--- config.mk ---
export PLATFORM = sky130hd
export DESIGN_NAME = vec_sweep_engine
export DESIGN_NICKNAME = d
export VERILOG_FILES = /design/src/rtl/vec_sweep_engine.sv
export SDC_FILE = /design/constraint.sdc
export NUM_CORES = 1
export LEC_CHECK = 0
export CAP_MARGIN = 20
export CELL_PAD_IN_SITES_DETAIL_PLACEMENT = 0
export CELL_PAD_IN_SITES_GLOBAL_PLACEMENT = 1
export CORE_MARGIN = 3
export CORE_UTILIZATION = 43
export CTS_CLUSTER_DIAMETER = 150
export CTS_CLUSTER_SIZE = 28
export DETAILED_ROUTE_END_ITERATION = 16
export PLACE_DENSITY = 0.83
export SYNTH_ARGS = -nofsm -noshare
export SYNTH_HDL_FRONTEND = slang
export SYNTH_SLANG_ARGS = --single-unit
--- constraint.sdc ---
create_clock -name clk -period 5.4 [get_ports clk]
set_clock_uncertainty 0.05 [all_clocks]
set_input_delay 1.08 -clock clk [delete_from_list [all_inputs] [get_ports clk]]
set_output_delay 1.08 -clock clk [all_outputs]
set_load 0.03 [all_outputs]
--- src/rtl/vec_sweep_engine.sv ---
// Exhaustive stimulus sweeper: drives all 2^WIDTH vectors (HOLD cycles each), counts resp=1 samples.
// Optional MISR signature output enabled by macro SWEEP_MISR_EN.
module vec_sweep_engine #(
  parameter int WIDTH = 4,
  parameter int HOLD  = 1
) (
  input  logic             clk,
  input  logic             rst_n,
  input  logic             start,
  input  logic             abort,
  input  logic             resp,
  output logic [WIDTH-1:0] vec,
  output logic             sel,
  output logic             busy,
  output logic             done,
  output logic             aborted,
  output logic [WIDTH:0]   ones_cnt
`ifdef SWEEP_MISR_EN
  ,
  output logic [15:0]      sig
`endif
);

  typedef enum logic [1:0] {
    S_IDLE,
    S_RUN,
    S_FINISH
  } state_t;

  localparam logic [7:0]       HOLD_LAST = 8'(HOLD - 1);
  localparam logic [WIDTH-1:0] VEC_LAST  = '1;

  state_t           r_state;
  state_t           w_state_nxt;
  logic [WIDTH-1:0] r_vec;
  logic             r_sel;
  logic             r_aborted;
  logic [7:0]       r_hold;
  logic [WIDTH:0]   r_ones;
  logic             w_accept;
  logic             w_abort_run;
  logic             w_sample;
  logic             w_hold_end;
  logic             w_last;

  assign w_hold_end = (r_hold == HOLD_LAST);
  assign w_last     = (r_vec == VEC_LAST);

  always_ff @(posedge clk or negedge rst_n) begin
    if (!rst_n) begin
      r_state <= S_IDLE;
    end else begin
      r_state <= w_state_nxt;
    end
  end

  always_comb begin
    w_state_nxt = r_state;
    w_accept    = 1'b0;
    w_abort_run = 1'b0;
    w_sample    = 1'b0;
    case (r_state)
      S_IDLE: begin
        if (start) begin
          w_accept    = 1'b1;
          w_state_nxt = S_RUN;
        end
      end
      S_RUN: begin
        // abort suppresses the sample taken on the same cycle
        if (abort) begin
          w_abort_run = 1'b1;
          w_state_nxt = S_IDLE;
        end else if (w_hold_end) begin
          w_sample = 1'b1;
          if (w_last) begin
            w_state_nxt = S_FINISH;
          end
        end
      end
      S_FINISH: w_state_nxt = S_IDLE;
      default:  w_state_nxt = S_IDLE;
    endcase
  end

  always_ff @(posedge clk or negedge rst_n) begin
    if (!rst_n) begin
      r_vec     <= '0;
      r_sel     <= 1'b0;
      r_hold    <= '0;
      r_ones    <= '0;
      r_aborted <= 1'b0;
    end else begin
      r_aborted <= w_abort_run;
      if (w_accept) begin
        r_vec  <= '0;
        r_sel  <= 1'b1;
        r_hold <= '0;
        r_ones <= '0;
      end else if (r_state == S_RUN) begin
        if (w_abort_run || (w_sample && w_last)) begin
          r_vec  <= '0;
          r_sel  <= 1'b0;
          r_hold <= '0;
        end else begin
          r_sel <= ~r_sel;
          if (w_sample) begin
            r_vec  <= r_vec + WIDTH'(1);
            r_hold <= '0;
          end else begin
            r_hold <= r_hold + 8'd1;
          end
        end
        if (w_sample && resp) begin
          r_ones <= r_ones + (WIDTH+1)'(1);
        end
      end else begin
        r_vec  <= '0;
        r_sel  <= 1'b0;
        r_hold <= '0;
      end
    end
  end

`ifdef SWEEP_MISR_EN
  logic [15:0] r_sig;

  // x^16 + x^12 + x^5 + 1, one response bit folded in per sampled vector
  always_ff @(posedge clk or negedge rst_n) begin
    if (!rst_n) begin
      r_sig <= 16'hFFFF;
    end else if (w_accept) begin
      r_sig <= 16'hFFFF;
    end else if (w_sample) begin
      r_sig <= {r_sig[14:0], 1'b0} ^ ({16{r_sig[15]}} & 16'h1021) ^ {15'b0, resp};
    end
  end

  assign sig = r_sig;
`endif

  assign vec      = r_vec;
  assign sel      = r_sel;
  assign busy     = (r_state == S_RUN);
  assign done     = (r_state == S_FINISH);
  assign aborted  = r_aborted;
  assign ones_cnt = r_ones;

endmodule

* Word-level counts from Yosys, hierarchy flattened
Index checks and enable logic that the tools add are counted.
** Storage, ports and cells
- Bits in writable memories :: 0
- Memories kept :: 0
- Logic and storage cells :: 52
- ROM bits :: 0
- Bits in registers :: 21
- Latch bits :: 0
** Cells by class
- Multipliers :: 0
- Div/mod/pow operators :: 0
- $lt $le $gt $ge :: 0
- Shifts and indexed selects :: 0
- Bitwise gates (word level) :: 1
- Equal/unequal tests :: 7
- Multiplexer cells :: 26
- Reduce and logical (&&, ||, !) cells :: 9
- $add $sub $neg :: 3
** Operators by type and width (count)
- $mux 8 :: 4
- $mux 4 :: 4
- $mux 5 :: 3
- $mux 1 :: 10
- $add 8x1->8 const B :: 1
- $logic_not 8->1 :: 1
- $mux 2 :: 4
- $ne 3x2->1 const B :: 2
- $add 5x1->5 const B :: 1
- $add 4x1->4 const B :: 1
- $eq 4x4->1 const B :: 1
- $ne 4x1->1 const B :: 1
- $pmux 2 s2 :: 1
- $reduce_bool 2->1 :: 2
- $reduce_and 3->1 :: 1
- $eq 2x1->1 const B :: 1
- $eq 2x2->1 const B :: 1
- $logic_and 1x1->1 :: 2
- $logic_not 2->1 :: 1
- $ne 2x2->1 const B :: 1
- $reduce_and 2->1 :: 1
- $logic_or 1x1->1 :: 1
- $not 1->1 :: 1

* Depth between registers and ports, before layout
- Depth in word-level cells :: 9
- Depth in mapped cells :: 6
- Mapped depth without buffers :: 5

* Least setup slack after synthesis
OpenSTA, ideal clock, no wires.
- Path kind :: input-to-reg
- Start point :: input abort
- End point :: register r_ones[2], in the netlist ones_cnt[2]
- Path slack :: 3.102 ns
- Data arrival time :: 2.168 ns
- Stages on the path :: 4
- Setup time :: 0.079 ns
- Cell sequence :: or3b_1 -> clkbuf_1 -> nor4_2 -> mux2i_1
** On the way
- Cells in the longest elaborated chain, start to end :: 5
** Ends and longest elaborated chain
- from (decl) :: line 10 : input logic abort,
- $mux 1 :: line 71 : if (abort) begin
- $mux 1 :: line 62 : case (r_state)
- $logic_and 1x1->1 :: line 114 : if (w_sample && resp) begin
- $reduce_bool 2->1 (no source line)
- $reduce_and 2->1 (no source line)
- to (signal assigned) :: line 115 : r_ones <= r_ones + (WIDTH+1)'(1);
- to (decl) :: line 39 : logic [WIDTH:0] r_ones;
No other way between the ends.
A chain may end at the register's enable or synchronous reset.

* Worst setup path after layout
- Start point :: register r_state[0]
- End point :: output busy
** On the way
- Cells in the longest elaborated chain, start to end :: 1
** Ends and longest elaborated chain
- from (decl) :: line 33 : state_t r_state;
- from (signal assigned) :: line 53 : r_state <= w_state_nxt;
- $eq 2x1->1 :: line 144 : assign busy = (r_state == S_RUN);
- to (decl) :: line 14 : output logic busy,
No other way between the ends.

==> impl_summary.txt <==
----------------------------------------------------
[Clock network]
  Total of hold buffers inserted after clock tree synthesis ... 0
  TritonCTS clock tree ... done
  Buffer type at the clock tree root ... sky130_fd_sc_hd__clkbuf_4
  Deepest level of the CTS H-tree ... 1
  Sink count of the clock tree ... 21
  Later-pin clock latency in the skew report ... 310 ps
  Max clock buf depth ... 2
  Post-CTS Repair Setup Buffers ... 0
  Clock buffer count from CTS ... 3
  Reg clk slew, reported paths ... 120 ps
  Post_cts resized ... 0

[Pwr]
  Power density cells ... 232.2 nW/µm²
  Worst IR drop on VDD ... 0.1674 mV
  Leakage power total ... 0.0005296 µW

[Die]
  Number of primary I/O pins ... 18
  Die Wd ... 56.40 µm
  Core ar. ... 2318 µm²
  Effective utilization at floorplan ... 47.11%
  Die H ... 56.40 µm
  Die area ... 3181 µm²
  Floorplan row count ... 17

[Logic synthesis]
  Register bit total from synthesis ... 21
  Top cells by area, synth ... sky130_fd_sc_hd__dfrtp_1 (48%), sky130_fd_sc_hd__ha_1 (4.6%), sky130_fd_sc_hd__mux2i_1 (4.6%)
  Largest family of logic cells by synthesized area ... simple AND/OR/NAND/NOR gates
  Total number of yosys warnings ... 0
  Compound-Gate Fraction of Synth Area ... 8.935%
  Number of synthesized flops with an enable pin ... 0
  Post-Synth Simple-Gate Area ... 27.61%
  Area share of the largest cell type after synthesis ... 48.11%
  Prevailing post-synth register cell ... sky130_fd_sc_hd__dfrtp_1
  Fraction of registers with async set/reset ... 100.0%
  Synthesized netlist cell count ... 109
  Library cell occupying the most area in the post-synthesis netlist ... sky130_fd_sc_hd__dfrtp_1
  Combined area of all synthesized cells ... 1092 µm²
  Average size of a mapped cell ... 10.02 µm²
  Multiplexer area fraction after synthesis ... 4.582%
  Most common cell in the netlist ... sky130_fd_sc_hd__dfrtp_1
  Synth top cells by count ... sky130_fd_sc_hd__dfrtp_1 (21), sky130_fd_sc_hd__nand2_1 (9), sky130_fd_sc_hd__a21oi_1 (6), sky130_fd_sc_hd__nand3_1 (6), sky130_fd_sc_hd__o21ai_0 (6)
  Synth unique cells ... 31
  Sequential cell area fraction in the yosys report ... 48.11%
  Synthesized Nets ... 118
  Xor/xnor cell area share of the yosys netlist ... 2.405%
  Area share of fa/ha/maj cells after synthesis ... 4.582%

[STA]
  Setup-violating endpoint count in the final report ... 0
  Final Hold Viols ... 0
  Post-route setup TNS ... 0 ps
  Final count of pins violating max slew ... 0
  Transition at the pin with the smallest max-transition slack ... 925.2 ps
  Crit share post-route ... 50.25%
  Final period demand of the worst path ... 2713 ps
  Setup repair after global routing missed its margin ... false
  Highest clock frequency the design can meet ... 0.3685 GHz
  Max-Slew Margin vs Limit ... 38.13%

[Critical path]
  Critical Path AT ... 1580 ps
  Kind of start point of the critical path ... register
  Endpoint type of the worst setup path ... output pin
  Largest stage delay on the critical path ... 690 ps
  Critical path's slowest cell ... sky130_fd_sc_hd__clkdlybuf4s50_1
  Required time of the critical path ... 4270 ps
  Path type of the worst setup path ... register to output pin
  CP max FO ... 5
  Cell chain of the critical path ... nor2b_1, clkdlybuf4s50_1

[Drt]
  Router iterations before antenna repair ... 4
  Initial DRC Count ... 8
  DRC violation count after routing ... 0
  Final WL ... 2209 µm
  Count of antenna-violating nets left after detailed routing ... 0
  Final routed wire length divided by cell count ... 14.44 µm
  Ratio of routed vias to standard cells ... 5.595
  Via total after detailed routing ... 856

[Global routing]
  Final global-route overflow total ... 0
  Maximum number of pins on one net before global-route repair ... 22
  Wire length of the first global-routing pass ... 3870 µm
  Initial antenna violation count ... 0
  GRT Resource Usage Total ... 15.10%
  Via count of the first global-routing pass ... 854

[Place]
  Placed Area ... 1275 µm²
  HPWL Detailed ... 1539 µm
  Placed cell count ... 149
  Placer's final routability congestion estimate ... 0.7471
  Number of port buffers ... 17

[Worst hold path]
  Tightest Hold Check Type ... register to register

[Layout]
  Final Cell Area ... 1303 µm²
  Final cell count without fillers ... 153
  Fraction of final layout cells sized beyond drive strength 1 ... 8.800%
  Layout-stage area growth over the synthesis result ... 19.24%
  Nets ... 135
  Antenna diode count ... 0

[Status]
  Outcome ... finished clean

[Flow run]
  Count of maximum capacitance violations ... 0

----------------------------------------------------
==> cell usage in the layout (no fill, tap or decap), types with 2 or more instances in the layout <==
master,instances
sky130_fd_sc_hd__dfrtp_1,21
sky130_fd_sc_hd__clkdlybuf4s50_1,17
sky130_fd_sc_hd__nand2_1,9
sky130_fd_sc_hd__o21ai_0,6
sky130_fd_sc_hd__a21oi_1,6
sky130_fd_sc_hd__nand3_1,6
sky130_fd_sc_hd__inv_1,5
sky130_fd_sc_hd__nand4_1,5
sky130_fd_sc_hd__nor2_1,5
sky130_fd_sc_hd__mux2i_1,5
sky130_fd_sc_hd__ha_1,4
sky130_fd_sc_hd__or3_1,3
sky130_fd_sc_hd__nand2b_1,3
sky130_fd_sc_hd__nor4_2,3
sky130_fd_sc_hd__clkbuf_4,3
sky130_fd_sc_hd__nor2b_1,2
sky130_fd_sc_hd__or3b_2,2
sky130_fd_sc_hd__nor3b_1,2
sky130_fd_sc_hd__xor2_1,2
sky130_fd_sc_hd__o31ai_1,2
sky130_fd_sc_hd__nor4_1,2
sky130_fd_sc_hd__or4_1,2
==> registers in the layout (all words and copies together) (netlist names) <==
name and count:
r_hold 8, aborted 1, r_state 2, ones_cnt 5, sel 1, vec 4
==> worst paths after layout <==
path,start,to,slack (ps),cells after the start
worst max-delay path,r_state[0],busy,2690,2
worst min-delay path,sel,sel,430,1
worst max register to register,r_hold[0],vec[3],3330,5
worst min register to register,sel,sel,430,1
max in group asynchronous,rst_n,r_hold[2],3500,1
min in group asynchronous,rst_n,vec[2],1220,1
==> per-layer routing <==
| metal | vias up | track usage, % | wire length (µm) |
|---|---|---|---|
| li1 | 427 | - | - |
| met1 | 413 | 20.03 | 1088 |
| met2 | 14 | 24.54 | 1030 |
| met3 | 2 | 5.057 | 76 |
| met4 | 0 | 2.034 | 14 |
| met5 | - | 0 | 0 |
==> metrics by stage <==
| stage | power (µW) | hold WS [ps] | worst slack, ps | util [%] |
|---|---|---|---|---|
| floorplan | 205.2 | 441.1 | 3102 | - |
| global placement | 229.6 | 417.7 | 2485 | 54.99 |
| detailed placement | 230.5 | 419.5 | 2441 | 54.99 |
| CTS | 307.8 | 437.0 | 2664 | 56.18 |
| global route | 318.8 | 480.5 | 2565 | 56.18 |
| finish | 302.5 | 430.1 | 2687 | 56.18 |
==> report_power, final <==
| part | total (µW) | internal (µW) | switching (µW) | leakage [µW] |
|---|---|---|---|---|
| clock network | 75.8 | 27.6 | 48.2 | 0.0000177 |
| registers | 171 | 164 | 6.82 | 0.000287 |
| logic | 55.6 | 22.9 | 32.7 | 0.000225 |
==> logic make-up after synthesis <==
kind of cell / after synthesis
buffers and inverters: 10
AOI/OAI and AO/OA: 17
and+or+nand+nor: 49
adders and majority gates: 4
muxes: 5
xor gates and xnor gates: 3
DFF: 21
==> area by class of cell <==
type / instances / area [µm²]
Timing Repair Buffer: 17 / 170.2
Clock inverter: 1 / 5.005
Inverter: 5 / 18.77
Tap cell: 28 / 35.03
Clock buffer: 3 / 22.52
Sequential cell: 21 / 525.5
Multi-Input combinational cell: 78 / 525.5
Fill cell: 198 / 1016
==> worst max-delay path, delay by kind of cell, from the launching register on <==
kind | cells | cell delay [ps]
buffers and inverters | 1 | 690
flip-flops | 1 | 400
AND/OR/NAND/NOR | 1 | 180
Power figures use the tool's default switching activity.
